### config.mk
export PLATFORM = sky130hd
export DESIGN_NAME = nums_loader
export DESIGN_NICKNAME = d
export VERILOG_FILES = /design/src/rtl/nums_loader.sv
export SDC_FILE = /design/constraint.sdc
export NUM_CORES = 1
export LEC_CHECK = 0
export ABC_CLOCK_PERIOD_IN_PS = 2750
export BUFFER_PORTS_ARGS = -buffer_cell sky130_fd_sc_hd__clkbuf_2
export CAP_MARGIN = 20
export CORE_MARGIN = 3
export CORE_UTILIZATION = 50
export DETAILED_ROUTE_END_ITERATION = 10
export GPL_ROUTABILITY_DRIVEN = 0
export MAX_ROUTING_LAYER = met4
export PLACE_DENSITY = 0.85
export SETUP_SLACK_MARGIN = 0.5
export SYNTH_ARGS = -nofsm -noshare
export SYNTH_HDL_FRONTEND = slang
export SYNTH_SLANG_ARGS = --single-unit
### constraint.sdc
create_clock -name clk_i -period 2.75 [get_ports clk_i]
set_input_delay 0.1375 -clock clk_i [delete_from_list [all_inputs] [get_ports clk_i]]
set_output_delay 0.1375 -clock clk_i [all_outputs]
set_load 0.05 [all_outputs]
### src/rtl/nums_loader.sv
// Collects eight 4-bit numbers from a user load strobe, hands them to the counting
// sorter, guards the sort with a watchdog and latches the sorted result for display.
module nums_loader #(
   parameter int unsigned WD_LIMIT = 63
) (
   input  logic        clk_i,
   input  logic        rst_i,
   input  logic [3:0]  num_i,
   input  logic        load_i,
   input  logic        clear_i,
   input  logic        valid_i,
   input  logic [31:0] sorted_nums_i,
   output logic [31:0] nums_o,
   output logic        start_clear_o,
   output logic [3:0]  count_o,
   output logic [31:0] result_o,
   output logic        done_o,
   output logic        err_o
);
   localparam int unsigned NUM_W  = 4;
   localparam int unsigned N_NUMS = 8;
   localparam int unsigned WD_W   = 6;

   typedef enum logic [1:0] {FILL, RUN, SHOW, DRAIN} state_t;

   state_t          state_q;
   logic            load_q;
   logic            clear_q;
   logic [WD_W-1:0] wd_q;
   logic            load_rise;
   logic            clear_rise;

   // Copies reset to 1 so a level held through reset does not count as an edge.
   assign load_rise  = load_i & ~load_q;
   assign clear_rise = clear_i & ~clear_q;

   always_ff @(posedge clk_i) begin
      if (rst_i) begin
         state_q       <= FILL;
         load_q        <= 1'b1;
         clear_q       <= 1'b1;
         wd_q          <= '0;
         nums_o        <= '0;
         start_clear_o <= 1'b0;
         count_o       <= '0;
         result_o      <= '0;
         done_o        <= 1'b0;
         err_o         <= 1'b0;
      end else begin
         load_q  <= load_i;
         clear_q <= clear_i;
         unique case (state_q)
            FILL: begin
               if (clear_rise) begin
                  nums_o  <= '0;
                  count_o <= '0;
                  err_o   <= 1'b0;
               end else if (load_rise) begin
                  nums_o[{count_o[2:0], 2'b00} +: NUM_W] <= num_i;
                  if (count_o == 4'(N_NUMS - 1)) begin
                     count_o       <= 4'(N_NUMS);
                     start_clear_o <= 1'b1;
                     wd_q          <= '0;
                     state_q       <= RUN;
                  end else begin
                     count_o <= count_o + 4'd1;
                  end
               end
            end
            RUN: begin
               wd_q <= wd_q + 1'b1;
               if (valid_i) begin
                  result_o <= sorted_nums_i;
                  done_o   <= 1'b1;
                  state_q  <= SHOW;
               end else if (wd_q == WD_W'(WD_LIMIT) || clear_rise) begin
                  // Abort: release the sorter and discard the operand.
                  if (wd_q == WD_W'(WD_LIMIT)) begin
                     err_o <= 1'b1;
                  end
                  start_clear_o <= 1'b0;
                  nums_o        <= '0;
                  count_o       <= '0;
                  state_q       <= DRAIN;
               end
            end
            SHOW: begin
               if (clear_rise) begin
                  start_clear_o <= 1'b0;
                  done_o        <= 1'b0;
                  result_o      <= '0;
                  nums_o        <= '0;
                  count_o       <= '0;
                  err_o         <= 1'b0;
                  state_q       <= DRAIN;
               end
            end
            DRAIN: begin
               // Wait for the sorter to drop valid before accepting new numbers.
               start_clear_o <= 1'b0;
               if (!valid_i) begin
                  state_q <= FILL;
               end
            end
            default: state_q <= FILL;
         endcase
      end
   end

endmodule

; ---- After elaboration in Yosys (flattened, before gate mapping)
; Index checks and enable logic that the tools add are counted.
[op_classes]
n_addsub = 3
eq_ne = 17
shift = 2
muxes = 41
bitwise = 4
n_reduce_logical = 13
[ops]
columns = cell, n
row1 = 2-to-1 mux 32 bit, 6
row2 = one-hot mux 32 bit (3 select lines), 1
row3 = one-hot mux 32 bit (2 select lines), 1
row4 = bitwise mux 32 bit, 1
row5 = "variable shift 4 x 7 -> 32 bit, first input constant", 1
row6 = indexed part select 4 x 7 -> 32 bit, 1
row7 = 2-to-1 mux 4 bit, 6
row8 = 2-to-1 mux 6 bit, 3
row9 = "!= test 2 bit, second input constant", 9
row10 = 2-to-1 mux 2 bit, 7
row11 = one-hot mux 4 bit (3 select lines), 1
row12 = one-hot mux 6 bit (2 select lines), 1
row13 = AND reduction 6 bit, 2
row14 = 2-to-1 mux 1 bit, 10
row15 = AND reduction 5 bit, 2
row16 = one-hot mux 2 bit (4 select lines), 1
row17 = negator 5 -> 7 bit, 1
row18 = "adder 6 x 1 -> 6 bit, second input constant", 1
row19 = "equality test 6 bit, second input constant", 1
row20 = "!= test 3 bit, second input constant", 2
row21 = nonzero test 2 bit, 3
row22 = "adder 4 x 1 -> 4 bit, second input constant", 1
row23 = "equality test 2 bit, second input constant", 2
row24 = "equality test 4 x 3 -> 1 bit, second input constant", 1
row25 = 12 further kinds, 15
[word_totals]
ff_bits = 81
in_bits = 41
out_inout_bits = 71
elab_cells = 90

; ---- Depth between registers and ports, before layout
[depth]
ltp_word = 6
depth_mapped = 9
ltp_nobuf = 7

; ---- Worst setup path before layout
; Ideal clock, no wire load.
[synth_path]
path_kind = register -> register
startpoint = register count_o[0]
endpoint = register nums_o[0]
setup_time_ps = 143
arrival_time_ps = 2410
required_ps = 2607
setup_slack_ps = 197
stages_incl_launch_ff = 8
path_buffers = 0
period_less_slack_ps = 2553
path_cell_list = dfxtp_1 > inv_1 > ha_1 > ha_1 > nor4b_1 > nand3_1 > a211oi_1 > o32ai_1
[synth_via]
elab_chain_cells = 6
elab_cells_between_ends = 7
cone_classes = add/sub: 1 / shift: 2 / mux: 4
[synth_rtl]
columns = item, line_no
row1 = "start, declared", 15  ; output logic [3:0] count_o,
row2 = "start signal, assigned", 61  ; count_o <= 4'(N_NUMS);
row3 = "start signal, assigned", 66  ; count_o <= count_o + 4'd1;
row4 = negator 5 -> 7 bit *, 59  ; nums_o[{count_o[2:0], 2'b00} +: NUM_W] <= num_i;
row5 = indexed part select 4 x 7 -> 32 bit or variable shift 4 x 7 -> 32 bit (tied branches), 59
row6 = bitwise mux 32 bit *, 59
row7 = 2-to-1 mux 32 bit *, 58  ; end else if (load_rise) begin
row8 = 2-to-1 mux 32 bit *, 54  ; if (clear_rise) begin
row9 = one-hot mux 32 bit (3 select lines) *, 52  ; unique case (state_q)
row10 = "end signal, assigned by index", 59
row11 = "end, declared", 13  ; output logic [31:0] nums_o,
; Every way passes the cells marked *; elsewhere a longest branch is shown, timed or not. The select of a mux whose other input is x is not followed.
; A chain may end at the register's enable or synchronous reset.

; ---- Worst setup path in the final report
[layout_path]
startpoint = register count_o[0]
endpoint = register nums_o[4]
; The elaborated chain is that of the path after synthesis.

==> impl_metrics.toml <==
[run_status]
outcome = "completed"

[logic_synthesis]
synth_area_mm2 = 0.00345
synthXorXnorAreaFrac_pct = 0
async_reset_ff_share_pct = 0
avgSynthCellArea_um2 = 9.26
ys_warn_count = 0
yosysSeqAreaShare_pct = 46.9
netlist_instances = 373
synth_area_leaders = "dfxtp_1 (47%), a22oi_1 (7.2%), o32ai_1 (5.1%), nor2_1 (4.9%), ha_1 (3.3%)"
yosysUniqueCellTypes = 53
synth.area.mux_share_pct = 0.869
synth_top_family_by_area = "compound AO/OA/AOI/OAI gates"
synth_top_flop_cell = "dfxtp_1"
synth_compound_area_share_pct = 26.8
yosysMostFrequentCell = "dfxtp_1"
synth_fa_ha_area_share_pct = 3.26
synth.top_cell.area_share_pct = 46.9
ys_seq_elements = 81
yosysTopAreaCell = "dfxtp_1"
synthSimpleGateAreaFrac_pct = 16.9
ys_top_cells_by_count = "dfxtp_1 (81), nor2_1 (45), a22oi_1 (33), nand2_1 (27), o32ai_1 (20)"
synth_edf_count = 0
syn_nets = 423

[clock_network]
clock_latency_ns = 0.36
numCtsBuffers = 9
clock-sinks = 81
htree_num_levels = 3
tritoncts = "built"
clockBufferDepth = 2
root_buffer = "clkbuf_8"
clk_pin_slew_ns = 0.09

[worst_setup_path]
cp_max_fo = 9
rr_worst_depth = 7
critPathTopFamily = "adder cells"
critPathMaxStageDelay_ns = 0.45
critPathArrivalTime_ns = 2.44
critical_path_buf_inv_count = 1
worstSetupStartpointType = "flop"
critPathKind = "flop to flop"
critPathMostFrequentCell = "ha_1"
worstPathRequired_ns = 2.97
crit_slowest_cell = "a211oi_2"
crit_path_end_kind = "flop"
r2r_start = "count_o[0]"
path_cells = "inv_1 -> ha_1 -> ha_1 -> and2_1 -> nand2_1 -> a211oi_2 -> o32ai_1"
r2r-end = "nums_o[4]"
rrSetupSlack_ns = 0.53

[power_and_ir_drop]
pwr-share-seq_pct = 39.1
power_leakage_uw = 0.00178
total_power_uw = 3290
pwr-share-clk_pct = 30.5
p_comb_share_pct = 30.4
swShare_pct = 36.9
powerDensity_mw_per_mm2 = 755
p_int_uw = 2080
vdd_drop_max_mv = 0.427
power.switching_uw = 1210

[sta]
slew_viol_final = 0
finalHoldViolCount = 0
rsz0062_at_grt = "no"
fin_worst_skew_ns = 0.0117
layout_setup_ws_ns = 0.530
fmax_ghz = 0.450
worst_slew_pin_slew_ns = 0.615
relSlewSlack_pct = 58.7
fin_tns_setup_ns = 0
finalCritPeriodShare_pct = 80.7
setup_viol = 0
min_period_ns = 2.22

[floorplan]
die_area_mm2 = 0.00794
die_w_um = 89.1
die_h_um = 89.1
core_region_area_mm2 = 0.00653
ios = 112
std_cell_rows = 29
start_util_pct = 52.9

[global_routing]
grt_pass1_wl_um = 13600
grt_pass1_vias = 3059
grt_usage_pct = 22.2
grt_max_degree = 34
antenna_found_initial = 0
grt_overflow = 0

[final_layout]
drive_gt1_share_pct = 32.9
nFillCells = 516
final_util_pct = 66.7
nets = 532
areaGrowthSynthToFinish_pct = 26.2
n_antenna_cell = 0

[routing]
via_count = 3320
drtAntennaViolNets = 0
wl_per_cell_um = 16.0
dr.first_iter.drc_count = 179
drc = 0
finalWirelength_um = 9000
dr.pass1.iters = 4
avgViaCountPerCell = 5.89

[hold_path]
hold_path_depth = 3
holdPathEnd = "result_o[14]"
hold_start = "sorted_nums_i[14]"
hold_class = "input pin to flop"

[place]
dp_hpwl_um = 6300
pre_cts_ws_ns = 0.494
numPortBuffers = 111

[flow_run]
cap_violations = 0
## tightest hold or removal path: stages
cell and delay, ns:
clkbuf_2 0.08, a22oi_1 0.07, nor2_1 0.07
## worst max path at each step
| stage | start | to | slack, ns | cells after the start |
|---|---|---|---|---|
| CTS | count_o[0] | nums_o[19] | 0.49 | 7 |
| floorplan | count_o[0] | nums_o[0] | 0.54 | 7 |
| global route | count_o[0] | nums_o[4] | 0.47 | 7 |
| global placement | state_q[0] | nums_o[26] | 0.61 | 6 |
| finish | count_o[0] | nums_o[4] | 0.53 | 7 |
| detailed placement | state_q[0] | nums_o[15] | 0.49 | 7 |
## sequential cells by signal, summed over array words and instances (netlist names)
| register | count |
|---|---|
| start_clear_o | 1 |
| done_o | 1 |
| load_q | 1 |
| count_o | 4 |
| nums_o | 32 |
| clear_q | 1 |
| wd_q | 6 |
| err_o | 1 |
| state_q | 2 |
| result_o | 32 |
## layer usage
metal | share of wire (%) | global-route usage [%] | vias to the layer above
met3 | 6.8 | 5.81 | 19
met5 | 0 | - | -
met2 | 49 | 35.8 | 136
li1 | - | - | 1613
met1 | 43 | 27.4 | 1552
met4 | 1.2 | 6.77 | 0
## per-stage QoR
step,instance area [um2],std cells,hold slack (ns)
after detailed placement,4070,546,0.360
after global placement,4070,546,0.356
after CTS,4320,563,0.0102
final,4360,564,0.0241
after floorplan,3460,373,0.244
after global routing,4360,564,0.0232
## placed cells by master, fill, tap and decap left out, types with 3 or more instances in the layout
| master | n |
|---|---|
| inv_1 | 19 |
| ha_1 | 9 |
| nand2b_1 | 3 |
| or2_2 | 3 |
| nor2b_1 | 3 |
| nand4_1 | 3 |
| nand2_1 | 27 |
| o22ai_1 | 5 |
| clkbuf_8 | 9 |
| nor2_1 | 44 |
| a22oi_1 | 33 |
| buf_4 | 8 |
| o31a_1 | 3 |
| a22o_1 | 12 |
| nor3_1 | 5 |
| o32ai_1 | 20 |
| and2_1 | 3 |
| a211oi_2 | 5 |
| dfxtp_1 | 78 |
| mux2i_1 | 3 |
| o21ai_0 | 6 |
| clkbuf_2 | 111 |
| nand3_1 | 7 |
| a21oi_1 | 15 |
| a311oi_1 | 3 |
## timing repair
item,CTS,global route
endpoints found under the hold margin,1,0
pin swaps,1,3
setup buffers,0,1
setup endpoints to repair,9,28
gates resized for setup,2,8
hold buffers,1,0
## power by group through the flow
stage	clock (uW)	sequential, uW	combinational, uW
floorplan	0	1500	526
detailed placement	0	1310	932
global route	1070	1300	1070
global placement	0	1310	906
finish	1000	1290	1000
CTS	1020	1280	944
## kinds of logic after synthesis
family | after synthesis
AND/OR/NAND/NOR | 117
multiplexers | 3
AO/OA/AOI/OAI | 121
adder cells (fa/ha/maj) | 9
buffers and inverters | 42
flip-flops | 81
## layout make-up
type | count | area, um2 | share of cell area, %
Clock buffer | 9 | 124 | 2.84
Clock inverter | 7 | 108 | 2.47
Inverter | 20 | 75.1 | 1.72
Multi-Input combinational cell | 250 | 1700 | 39.1
Sequential cell | 81 | 1630 | 37.3
Tap cell | 77 | 96.3 | 2.21
Timing Repair Buffer | 120 | 626 | 14.4
Note: power is estimated with default switching activity, not from simulation.
